===== src/rtl/am_demod.sv =====
// -----------------------------------------------------------------------------
// am_demod -- envelope-detecting AM demodulator
//
// Receive-side partner of am_out. Each accepted 8-bit offset-binary sample is
// full-wave rectified about midscale into a 7-bit magnitude. The magnitudes are
// peak-held over a window of WIN accepted samples, which is one carrier period.
// At the end of each window the peak becomes the envelope sample and is flagged
// with a one-cycle valid strobe. The same peak also drives a carrier-presence
// FSM with hysteresis.
//
// Optional build macro:
//   AM_DEMOD_SMOOTH_EN  when defined, the envelope output is a first-order IIR
//                       of the window peaks: env += (peak - env) >>> 2.
//                       When undefined, the envelope output is the window peak.
//                       In both builds the FSM uses the raw window peak.
//
// Parameters:
//   WIN       samples per peak-hold window (power of two, >= 4)
//   THRESH    minimum window peak that counts as carrier present
//   LOCK_CNT  consecutive qualifying windows needed to enter or leave lock (>= 1)
//
// Ports:
//   clk         in   1  system clock; all logic on the rising edge
//   rst         in   1  synchronous, active-high reset
//   am_wave     in   8  AM sample, offset binary (128 = zero level)
//   sample_en   in   1  qualifies am_wave for the current edge
//   envelope    out  7  recovered envelope magnitude, 0..127
//   env_valid   out  1  one-cycle pulse when envelope updates
//   carrier_ok  out  1  high while the FSM is in LOCKED
// -----------------------------------------------------------------------------
module am_demod #(
  parameter int WIN      = 32,
  parameter int THRESH   = 8,
  parameter int LOCK_CNT = 4
) (
  input  logic       clk,
  input  logic       rst,
  input  logic [7:0] am_wave,
  input  logic       sample_en,
  output logic [6:0] envelope,
  output logic       env_valid,
  output logic       carrier_ok
);

  localparam int CW = $clog2(WIN);
  // The lock counter never has to hold LOCK_CNT itself: the LOCK_CNT-th hit
  // switches state and clears it.
  localparam int LW = (LOCK_CNT < 2) ? 1 : $clog2(LOCK_CNT);

  localparam logic [CW-1:0] WIN_LAST  = CW'(WIN - 1);
  localparam logic [LW-1:0] LOCK_LAST = LW'(LOCK_CNT - 1);
  localparam logic [6:0]    THRESH_M  = 7'(THRESH);

  localparam logic [0:0] ST_SEARCH = 1'b0;
  localparam logic [0:0] ST_LOCKED = 1'b1;

  // ---------------------------------------------------------------------------
  // Stage 1: rectify and register
  // ---------------------------------------------------------------------------
  logic [6:0] w_mag;
  logic [6:0] r_mag;
  logic       r_mag_v;

  // Above midscale the magnitude is am_wave-128, i.e. the low seven bits.
  // Below midscale it is 127-am_wave, which is the bitwise inverse of those
  // seven bits. Both are exact in 0..127.
  assign w_mag = am_wave[7] ? am_wave[6:0] : ~am_wave[6:0];

  // NOTE: r_mag is pure datapath and is only consumed when r_mag_v is high,
  // so it carries no reset; only the qualifier and control state are reset.
  always_ff @(posedge clk) begin
    if (sample_en) begin
      r_mag <= w_mag;
    end
  end

  always_ff @(posedge clk) begin
    if (rst) begin
      r_mag_v <= 1'b0;
    end else begin
      r_mag_v <= sample_en;
    end
  end

  // ---------------------------------------------------------------------------
  // Stage 2: peak hold over WIN accepted samples
  // ---------------------------------------------------------------------------
  logic [6:0]    r_peak;
  logic [CW-1:0] r_win_cnt;
  logic [6:0]    w_wpeak;
  logic          w_win_end;

  assign w_wpeak   = (r_mag > r_peak) ? r_mag : r_peak;
  assign w_win_end = r_mag_v && (r_win_cnt == WIN_LAST);

  // ---------------------------------------------------------------------------
  // Envelope update value
  // ---------------------------------------------------------------------------
  logic [6:0] w_env_next;

`ifdef AM_DEMOD_SMOOTH_EN
  logic signed [7:0] w_diff;
  logic signed [7:0] w_step;
  logic        [7:0] w_sum;

  // Both operands are 0..127, so the 8-bit signed difference cannot overflow.
  // The arithmetic shift floors, so the step never overshoots the new peak and
  // the sum stays inside 0..127.
  assign w_diff     = $signed({1'b0, w_wpeak}) - $signed({1'b0, r_envelope_q()});
  assign w_step     = w_diff >>> 2;
  assign w_sum      = {1'b0, envelope} + $unsigned(w_step);
  assign w_env_next = w_sum[6:0];

  function automatic logic [6:0] r_envelope_q();
    return envelope;
  endfunction
`else
  assign w_env_next = w_wpeak;
`endif

  // ---------------------------------------------------------------------------
  // Carrier-presence FSM, evaluated only at window end
  // ---------------------------------------------------------------------------
  logic [0:0]    r_state;
  logic [LW-1:0] r_lock_cnt;
  logic [0:0]    w_state_nxt;
  logic [LW-1:0] w_lock_cnt_nxt;
  logic          w_qual;
  logic          w_hit;

  assign w_qual = (w_wpeak >= THRESH_M);
  // A "hit" is a window that argues for leaving the current state: a strong
  // window while searching, a weak window while locked.
  assign w_hit  = (r_state == ST_SEARCH) ? w_qual : !w_qual;

  // NOTE: every signal written here gets a default first, so no path through
  // the block leaves a value unassigned and no latch is inferred.
  always_comb begin
    w_state_nxt    = r_state;
    w_lock_cnt_nxt = r_lock_cnt;
    if (w_win_end) begin
      if (!w_hit) begin
        w_lock_cnt_nxt = '0;
      end else if (r_lock_cnt == LOCK_LAST) begin
        w_state_nxt    = (r_state == ST_SEARCH) ? ST_LOCKED : ST_SEARCH;
        w_lock_cnt_nxt = '0;
      end else begin
        w_lock_cnt_nxt = r_lock_cnt + LW'(1);
      end
    end
  end

  // ---------------------------------------------------------------------------
  // State registers
  // ---------------------------------------------------------------------------
  logic [6:0] r_envelope;
  logic       r_env_valid;

  // NOTE: all state below uses non-blocking assignments so every register
  // samples the pre-edge values of the others, independent of statement order.
  always_ff @(posedge clk) begin
    if (rst) begin
      r_peak      <= '0;
      r_win_cnt   <= '0;
      r_envelope  <= '0;
      r_env_valid <= 1'b0;
      r_state     <= ST_SEARCH;
      r_lock_cnt  <= '0;
    end else begin
      r_env_valid <= w_win_end;
      r_state     <= w_state_nxt;
      r_lock_cnt  <= w_lock_cnt_nxt;
      if (r_mag_v) begin
        if (w_win_end) begin
          r_envelope <= w_env_next;
          r_peak     <= '0;
          r_win_cnt  <= '0;
        end else begin
          r_peak     <= w_wpeak;
          r_win_cnt  <= r_win_cnt + CW'(1);
        end
      end
    end
  end

  assign envelope   = r_envelope;
  assign env_valid  = r_env_valid;
  assign carrier_ok = (r_state == ST_LOCKED);

endmodule

===== config.mk =====
export PLATFORM = sky130hd
export DESIGN_NAME = am_demod
export DESIGN_NICKNAME = d
export VERILOG_FILES = /design/src/rtl/am_demod.sv
export SDC_FILE = /design/constraint.sdc
export NUM_CORES = 1
export LEC_CHECK = 0
export ABC_AREA = 1
export ABC_CLOCK_PERIOD_IN_PS = 3290
export CAP_MARGIN = 0
export CORE_MARGIN = 1.5
export CORE_UTILIZATION = 50
export CTS_CLUSTER_DIAMETER = 40
export DETAILED_ROUTE_END_ITERATION = 7
export GPL_ROUTABILITY_DRIVEN = 1
export PLACE_DENSITY_LB_ADDON = 0.12
export SLEW_MARGIN = 40
export SYNTH_ARGS = -nofsm -noshare
export SYNTH_HDL_FRONTEND = slang
export SYNTH_SLANG_ARGS = --single-unit

===== constraint.sdc =====
create_clock -name clk -period 3.29 [get_ports clk]
set_input_delay 0.658 -clock clk [delete_from_list [all_inputs] [get_ports clk]]
set_output_delay 0.658 -clock clk [all_outputs]
set_load 0.05 [all_outputs]

Word level (Yosys, flattened, before mapping)
Index checks and enable logic that the tools add are counted.
{ "totals": {"regBits": 31, "in_bits": 11, "elab_cells": 27} }
{ "classes": {"n_addsub": 2, "magnitude_cmp": 2, "n_eq_ne": 2, "muxes": 8, "n_bitwise": 1, "reduce_logical": 4} }
{ "op_table": {"columns": ["op", "n"], "rows": [
  ["$mux W7", 3],
  ["$ge A7 B4 Y1 const B", 1],
  ["$gt A7 B7 Y1", 1],
  ["$not A7 Y7", 1],
  ["$add A5 B1 Y5 const B", 1],
  ["$eq A5 B5 Y1 const B", 1],
  ["$mux W5", 1],
  ["$mux W2", 2],
  ["$reduce_and A3 Y1", 1],
  ["$add A2 B1 Y2 const B", 1],
  ["$eq A2 B2 Y1 const B", 1],
  ["$mux W1", 2],
  ["$reduce_and A2 Y1", 1],
  ["$logic_and A1 B1 Y1", 1],
  ["$logic_not A1 Y1", 1]
]} }

Depth between registers and ports, before layout
Gate-level depths: netlist (run 1).
{ "logic_depth": {"depth_word": 6, "ltp_mapped": 15} }

Least setup slack after synthesis (run 1)
OpenSTA, ideal clock, no wires.
{ "synth_path": {"kind": "reg-to-reg", "startpoint": "register r_mag[6]", "endpoint": "register r_lock_cnt[0]", "setup_time_ns": 0.113, "t_arrival_ns": 1.613, "t_required_ns": 3.177, "setup_slack_ns": 1.564, "path_stages_with_launch": 12, "n_path_buf": 0, "path_cell_list": "edfxtp_1 > ha_1 > nand2_2 > inv_1 > a21oi_2 > nand2_4 > o21ai_1 > nor2_2 > nand2_1 > nand2_1 > nand3_1 > nand2_1"} }
{ "synth_between": {"elab_chain_cells": 6} }
{ "synth_rtl": {"columns": ["item", "line", "source"], "rows": [
  ["start: declaration", "61", "logic [6:0] r_mag;"],
  ["start signal: assignment", "73", "r_mag <= w_mag;"],
  ["$gt A7 B7 Y1", "93", "assign w_wpeak = (r_mag > r_peak) ? r_mag : r_peak;"],
  ["$mux W7 *", "93", null],
  ["$ge A7 B4 Y1 *", "131", "assign w_qual = (w_wpeak >= THRESH_M);"],
  ["$logic_not A1 Y1", "134", "assign w_hit = (r_state == ST_SEARCH) ? w_qual : !w_qual;"],
  ["$mux W1 *", "134", null],
  ["$mux W2 *", "142", "if (!w_hit) begin"],
  ["end signal: assignment", "172", "r_lock_cnt <= w_lock_cnt_nxt;"],
  ["end: declaration", "125", "logic [LW-1:0] r_lock_cnt;"]
]} }
Every way passes the cells marked *; elsewhere a longest branch is shown, timed or not.
A chain may end at the register's enable or synchronous reset.

Worst setup path in the final report (run 1)
{ "layout_path": {"startpoint": "register r_state, in the netlist carrier_ok", "endpoint": "output carrier_ok"} }
{ "layout_lines": {"columns": ["item", "line", "source"], "rows": [
  ["start: declaration", "124", "logic [0:0] r_state;"],
  ["start signal: assignment", "171", "r_state <= w_state_nxt;"],
  ["end: declaration", "42", "output logic carrier_ok"]
]} }
No word-level cell between the ends.

==> results of run 1 <==
==> where the power goes <==
| part | switching (mW) | internal, mW |
|---|---|---|
| Combinational | 0.0914 | 0.0614 |
| Clock | 0.139 | 0.149 |
| Sequential | 0.0113 | 0.409 |
| Total | 0.242 | 0.619 |
==> per-stage QoR <==
stage	instances	power, mW	worst slack, ns
after floorplan	181	0.544	1.56
after global placement	228	0.578	1.15
after detailed placement	228	0.584	1.05
after CTS	236	0.866	1.11
after global routing	236	0.910	1.07
final	236	0.861	1.12
==> worst min path at each step <==
stage | from | end | slack (ns) | cells past startpoint
6_report | envelope[4]$_SDFFE_PP0P_ | envelope[4]$_SDFFE_PP0P_ | 0.47 | 2
5_1_grt | envelope[3]$_SDFFE_PP0P_ | envelope[3]$_SDFFE_PP0P_ | 0.49 | 2
4_1_cts | envelope[4]$_SDFFE_PP0P_ | envelope[4]$_SDFFE_PP0P_ | 0.47 | 2
3_5_place_dp | envelope[4]$_SDFFE_PP0P_ | envelope[4]$_SDFFE_PP0P_ | 0.45 | 2
3_3_place_gp | r_lock_cnt[1]$_SDFFE_PP0P_ | r_lock_cnt[1]$_SDFFE_PP0P_ | 0.44 | 2
2_1_floorplan | r_lock_cnt[1]$_SDFFE_PP0P_ | r_lock_cnt[1]$_SDFFE_PP0P_ | 0.43 | 2
==> final cells by class <==
type | count | share of cell area, %
tap | 31 | 2.17
clock inverter | 1 | 0.280
multi-input combinational | 119 | 38.2
clock buffer | 7 | 4.26
sequential | 31 | 38.6
timing repair buffer | 19 | 10.6
inverter | 28 | 5.87
==> registers in the layout, summed over array words and instances, names as in the netlist <==
register / count
carrier_ok: 1
env_valid: 1
envelope: 7
r_lock_cnt: 2
r_mag: 7
r_mag_v: 1
r_peak: 7
r_win_cnt: 5
==> placed cells by master, fill, tap and decap left out, types with 3 or more instances in the layout <==
cell type	n
a21oi_1	9
o21ai_0	6
nor2_2	3
nand2_2	5
o22ai_1	3
nand2_1	44
nor3_1	7
inv_1	28
xnor2_1	7
nor2_1	8
ha_1	10
clkbuf_4	5
clkdlybuf4s50_1	19
edfxtp_1	7
dfxtp_1	24
nand3_1	7
==> logic make-up (layout without fill, tap and decap cells) <==
logic type,count (synthesis),count (layout),synth area share (%)
AO/OA/AOI/OAI,24,24,9.12
flip-flops,31,31,46.2
buffers and inverters,31,55,8.03
AND/OR/NAND/NOR,78,78,24.2
XOR/XNOR,7,7,4.10
adder cells (fa/ha/maj),10,10,8.37
==> metal layers <==
| layer | vias to the layer above | GRT usage (%) | wire length [um] |
|---|---|---|---|
| met1 | 534 | 22.8 | 1220 |
| met2 | 17 | 29.1 | 1220 |
| met3 | 6 | 7.37 | 99 |
| li1 | 624 | - | - |
| met5 | - | 0 | 0 |
| met4 | 0 | 6.98 | 44 |
==> out/qor.yml, run 1 <==
worst_setup_path:
  critical_path_class: "register to primary output"
  crit_path_start_kind: "register"
  cp.required_ns: 2.63
  path_max_fanout: 3
  r2r_slack_ns: 1.41
  endpoint_kind: "primary output"
  regToRegEndpoint: "r_lock_cnt[1]$_SDFFE_PP0P_"
  cp_top_family: "buffers and inverters"
  endpoint: "carrier_ok"
  startpoint: "carrier_ok$_SDFFE_PP0P_"
  r2r-start: "r_mag[6]$_DFFE_PP_"
  critPathMaxStageDelay_ns: 0.81
  r2r_cells: 11
  crit_chain: "clkdlybuf4s50_1"
  cpMaxStageDelayCell: "clkdlybuf4s50_1"
  cp.depth: 1
  arrival_ns: 1.51
  path_buf_inv: 1
yosys:
  synth.most_common_cell: "nand2_1"
  ys_types: 23
  ys.flop_type: "dfxtp_1"
  ys_top_cells_by_area: "dfxtp_1 32%, edfxtp_1 14%, nand2_1 11%"
  synth_edf_count: 7
  seq_area_frac_synth_pct: 46.2
  yosysTopAreaCell: "dfxtp_1"
  syn_avg_cell_area_um2: 8.26
  synth_warnings: 0
  synthesis.nets: 202
  synth_common_cells: "44 x nand2_1, 28 x inv_1, 24 x dfxtp_1, 10 x ha_1, 9 x a21oi_1"
  synth_top_area_share_pct: 32.1
  synth_seq_cells: 31
  syn_area_um2: 1500
  synthCells: 181
  ys_async_sr_fraction_pct: 0
power:
  pwr_density_cell_nw_per_um2: 481
  leakagePower_nw: 0.744
  ir_worst_vdd_mv: 0.325
clock_tree:
  cts_tree: "done"
  hold_buffers: 0
  cts-resized-gates: 0
  insertion_delay_ns: 0.34
  postCtsSetupBuffers: 0
  cts_sinks: 31
  clk_pin_slew_ns: 0.11
  htree_levels: 2
  ctsLongestPathBuffers: 2
  root_buffer: "clkbuf_4"
  numCtsBuffers: 5
route:
  via_count: 1181
  routedWlPerCell_um: 10.9
  drcViolationCount: 4
  drt-pass1-iter-count: 6
  ant_nets: 0
  drtIter0Drc: 38
  vias_per_cell: 5.00
  routed_wl_mm: 2.58
grt:
  grt_max_degree: 14
  grt_use_total_pct: 18.4
  grt_pass1_wl_mm: 4.61
  grt_pass1_vias: 1073
  globalRouteOverflowTotal: 0
  antenna_found_initial: 0
die:
  fp.coreArea_um2: 2810
  die_y_um: 57.7
  rows: 19
  ios: 20
  start_util_pct: 53.3
  die-width_um: 57.7
  dieArea_um2: 3330
run:
  maxCapViolations: 0
run_status:
  status: "finished with violations"
  violations: "DRC"
sta:
  skew_ns: 0.0164
  post-route-period-util_pct: 66.0
  slew_violations: 0
  min_period_ns: 2.17
  worst_pin_slew_ns: 0.498
  tns_ns: 0
  fmax_mhz: 461
  rsz0062_at_grt: "no"
  hold_viol: 0
  relSlewSlack_pct: 66.7
  whs_ns: 0.466
  finalSetupViolations: 0
placement:
  hpwl_mm: 2.02
  gp_congestion: 0.735
  dpl_cell_area_um2: 1710
  portBuffers: 19
cells_and_area:
  postLayoutCoreUtil_pct: 63.8
  multi_input_area_um2: 684
  syn_to_final_growth_pct: 19.7
  antenna_cells: 0
  fill_cells: 251
  regArea_um2: 691
  fin_nets: 225
  fin_area_um2: 1790
  drive_above_1_share_pct: 10.2
min_path:
  min_path_type: "register to register"
No activity file was read; power rests on OpenSTA's default activity.
==> run 2, diff against run 1 <==
--- a/config.mk
+++ b/config.mk
@@ -6,10 +6,10 @@
 export NUM_CORES = 1
 export LEC_CHECK = 0
 export ABC_AREA = 1
-export ABC_CLOCK_PERIOD_IN_PS = 3290
+export ABC_CLOCK_PERIOD_IN_PS = 1800
 export CAP_MARGIN = 0
 export CORE_MARGIN = 1.5
-export CORE_UTILIZATION = 50
+export CORE_UTILIZATION = 48
 export CTS_CLUSTER_DIAMETER = 40
 export DETAILED_ROUTE_END_ITERATION = 7
 export GPL_ROUTABILITY_DRIVEN = 1
==> constraint.sdc (replaced) <==
create_clock -name clk -period 1.8 [get_ports clk]
set_input_delay 0.36 -clock clk [delete_from_list [all_inputs] [get_ports clk]]
set_output_delay 0.36 -clock clk [all_outputs]
set_load 0.05 [all_outputs]
==> out/qor.yml, run 2 (synthesis gave the netlist of run 1 again) <==
worst_setup_path:
  endpoint_kind: "register"
  critical_path_class: "register to register"
  r2r_slack_ns: -0.06
  cp.depth: 12
  cp.required_ns: 2.08
  endpoint: "r_peak[1]$_SDFFE_PP0P_"
  crit_path_frequent_cell: "nand2_4"
  cpMaxStageDelayCell: "edfxtp_1"
  r2r-start: "r_mag[1]$_DFFE_PP_"
  arrival_ns: 2.14
  path_max_fanout: 7
  r2r_cells: 12
  regToRegEndpoint: "r_peak[1]$_SDFFE_PP0P_"
  crit_path_start_kind: "register"
  crit_chain: "ha_4, nand3_1, nand2_1, nand2_2, nand2_4, nand2_4, buf_6, nand2_4, o21ai_2, o22ai_1, inv_1, nor2_1"
  cp_top_family: "simple AND/OR/NAND/NOR gates"
  path_buf_inv: 2
  critPathMaxStageDelay_ns: 0.46
  startpoint: "r_mag[1]$_DFFE_PP_"
sta:
  worst_pin_slew_ns: 0.371
  min_period_ns: 1.86
  slew_violations: 0
  hold_viol: 0
  skew_ns: 0.0120
  tns_ns: -0.225
  finalSetupViolations: 5
  fmax_mhz: 538
  post-route-period-util_pct: 103
  rsz0062_at_grt: "yes"
  worst_slack_ns: -0.0603
  relSlewSlack_pct: 75.2
route:
  vias_per_cell: 5.07
  dr_wl_met2_mm: 1.63
  routedWlPerCell_um: 12.3
  route.top_layer_used: "met4"
  drt-pass1-iter-count: 4
  ant_nets: 0
  wl_met1_mm: 1.30
  drtIter0Drc: 54
  routed_wl_mm: 3.13
  wl_met3_um: 134
  drcViolationCount: 0
  via_count: 1294
power:
  power_frac_seq_pct: 46.1
  p_clk_share_pct: 25.8
  sw_frac_of_total_pct: 30.9
  ir_worst_vdd_mv: 0.473
  p_int_mw: 1.16
  combPwrFrac_pct: 28.1
  pwr_density_cell_nw_per_um2: 817
  switchingPower_uw: 518
  leakagePower_nw: 0.867
grt:
  globalRouteOverflowTotal: 0
  grt_max_degree: 11
  grt_use_total_pct: 19.2
  grt_pass1_vias: 1206
  grt_pass1_wl_mm: 4.99
  antenna_found_initial: 0
placement:
  dp_cells: 239
  gp_congestion: 0.797
  pre_cts_slack_ns: -0.0516
  hpwl_mm: 2.24
  portBuffers: 19
min_path:
  min_path_type: "register to register"
cells_and_area:
  fill_cells: 234
  antenna_cells: 0
  layoutNonFillerInstCount: 255
  drive_above_1_share_pct: 33.3
  postLayoutCoreUtil_pct: 68.4
  fin_nets: 242
  syn_to_final_growth_pct: 37.3
  layout_common_cells: "37 x nand2_1, 27 x inv_1, 22 x buf_4, 21 x dfxtp_1"
  layout_commonest_cell: "nand2_1"
die:
  die_y_um: 58.8
  start_util_pct: 49.8
  ios: 20
  die-width_um: 58.8
  rows: 20
  fp.coreArea_um2: 3000
  dieArea_um2: 3460
run_status:
  violations: "setup timing"
  status: "finished with violations"
clock_tree:
  cts_tree: "done"
  numCtsBuffers: 5
  cts_sinks: 31
  clk_pin_slew_ns: 0.10
  insertion_delay_ns: 0.34
  htree_levels: 2
  root_buffer: "clkbuf_4"
  ctsLongestPathBuffers: 2
run:
  maxCapViolations: 0
[run 2: per-stage QoR]
stage / area (um^2) / hold slack [ns] / total power, mW
5_1_grt: 2050 / 0.492 / 1.77
4_1_cts: 1910 / 0.458 / 1.58
2_1_floorplan: 1500 / 0.430 / 0.994
3_3_place_gp: 1760 / 0.440 / 1.09
3_5_place_dp: 1760 / 0.444 / 1.10
6_report: 2050 / 0.453 / 1.68
[run 2: what timing repair did]
item / CTS / global route
cloned: 1 / 0
hold buffers: 0 / 0
endpoints found under the setup margin: 4 / 17
gates resized for setup: 10 / 31
pin swaps: 13 / 17
setup buffers: 3 / 4
[run 2: worst min-delay path by stage]
stage,from,to,slack (ns),cells after the start
floorplan,r_lock_cnt[1]$_SDFFE_PP0P_,r_lock_cnt[1]$_SDFFE_PP0P_,0.43,2
global placement,envelope[3]$_SDFFE_PP0P_,envelope[3]$_SDFFE_PP0P_,0.44,2
detailed placement,envelope[3]$_SDFFE_PP0P_,envelope[3]$_SDFFE_PP0P_,0.44,2
CTS,envelope[3]$_SDFFE_PP0P_,envelope[3]$_SDFFE_PP0P_,0.46,2
global route,envelope[3]$_SDFFE_PP0P_,envelope[3]$_SDFFE_PP0P_,0.49,2
finish,envelope[4]$_SDFFE_PP0P_,envelope[4]$_SDFFE_PP0P_,0.45,2
[run 2: worst reg2reg max path, stage by stage (launching register included)]
cell	delay, ns
edfxtp_1	0.46
ha_4	0.32
nand3_1	0.10
nand2_1	0.11
nand2_2	0.07
nand2_4	0.11
nand2_4	0.08
buf_6	0.13
nand2_4	0.04
o21ai_2	0.06
o22ai_1	0.15
inv_1	0.06
nor2_1	0.11
[run 2: cell type report]
| type | count | area (um^2) | share of cell area (%) |
|---|---|---|---|
| clock buffers | 7 | 55.1 | 2.68 |
| clock inverters | 1 | 5.00 | 0.244 |
| inverters | 28 | 105 | 5.12 |
| multi-input cells | 120 | 853 | 41.6 |
| flip-flops and latches | 31 | 694 | 33.8 |
| well taps | 33 | 41.3 | 2.01 |
| repair buffers | 35 | 299 | 14.6 |
[run 2: power groups by stage]
stage          registers, mW  logic [mW]  clock network (mW)
2_1_floorplan          0.776       0.218                   0
3_3_place_gp           0.780       0.305                   0
3_5_place_dp           0.783       0.316                   0
4_1_cts                0.771       0.368               0.442
5_1_grt                0.777       0.515               0.477
6_report               0.774       0.471               0.433
[run 2: per-layer routing]
metal  GRT usage, %  up-vias
li1               -      658
met1           20.3      603
met2           33.7       24
met3           6.59        9
met4           9.74        0
met5              0        -
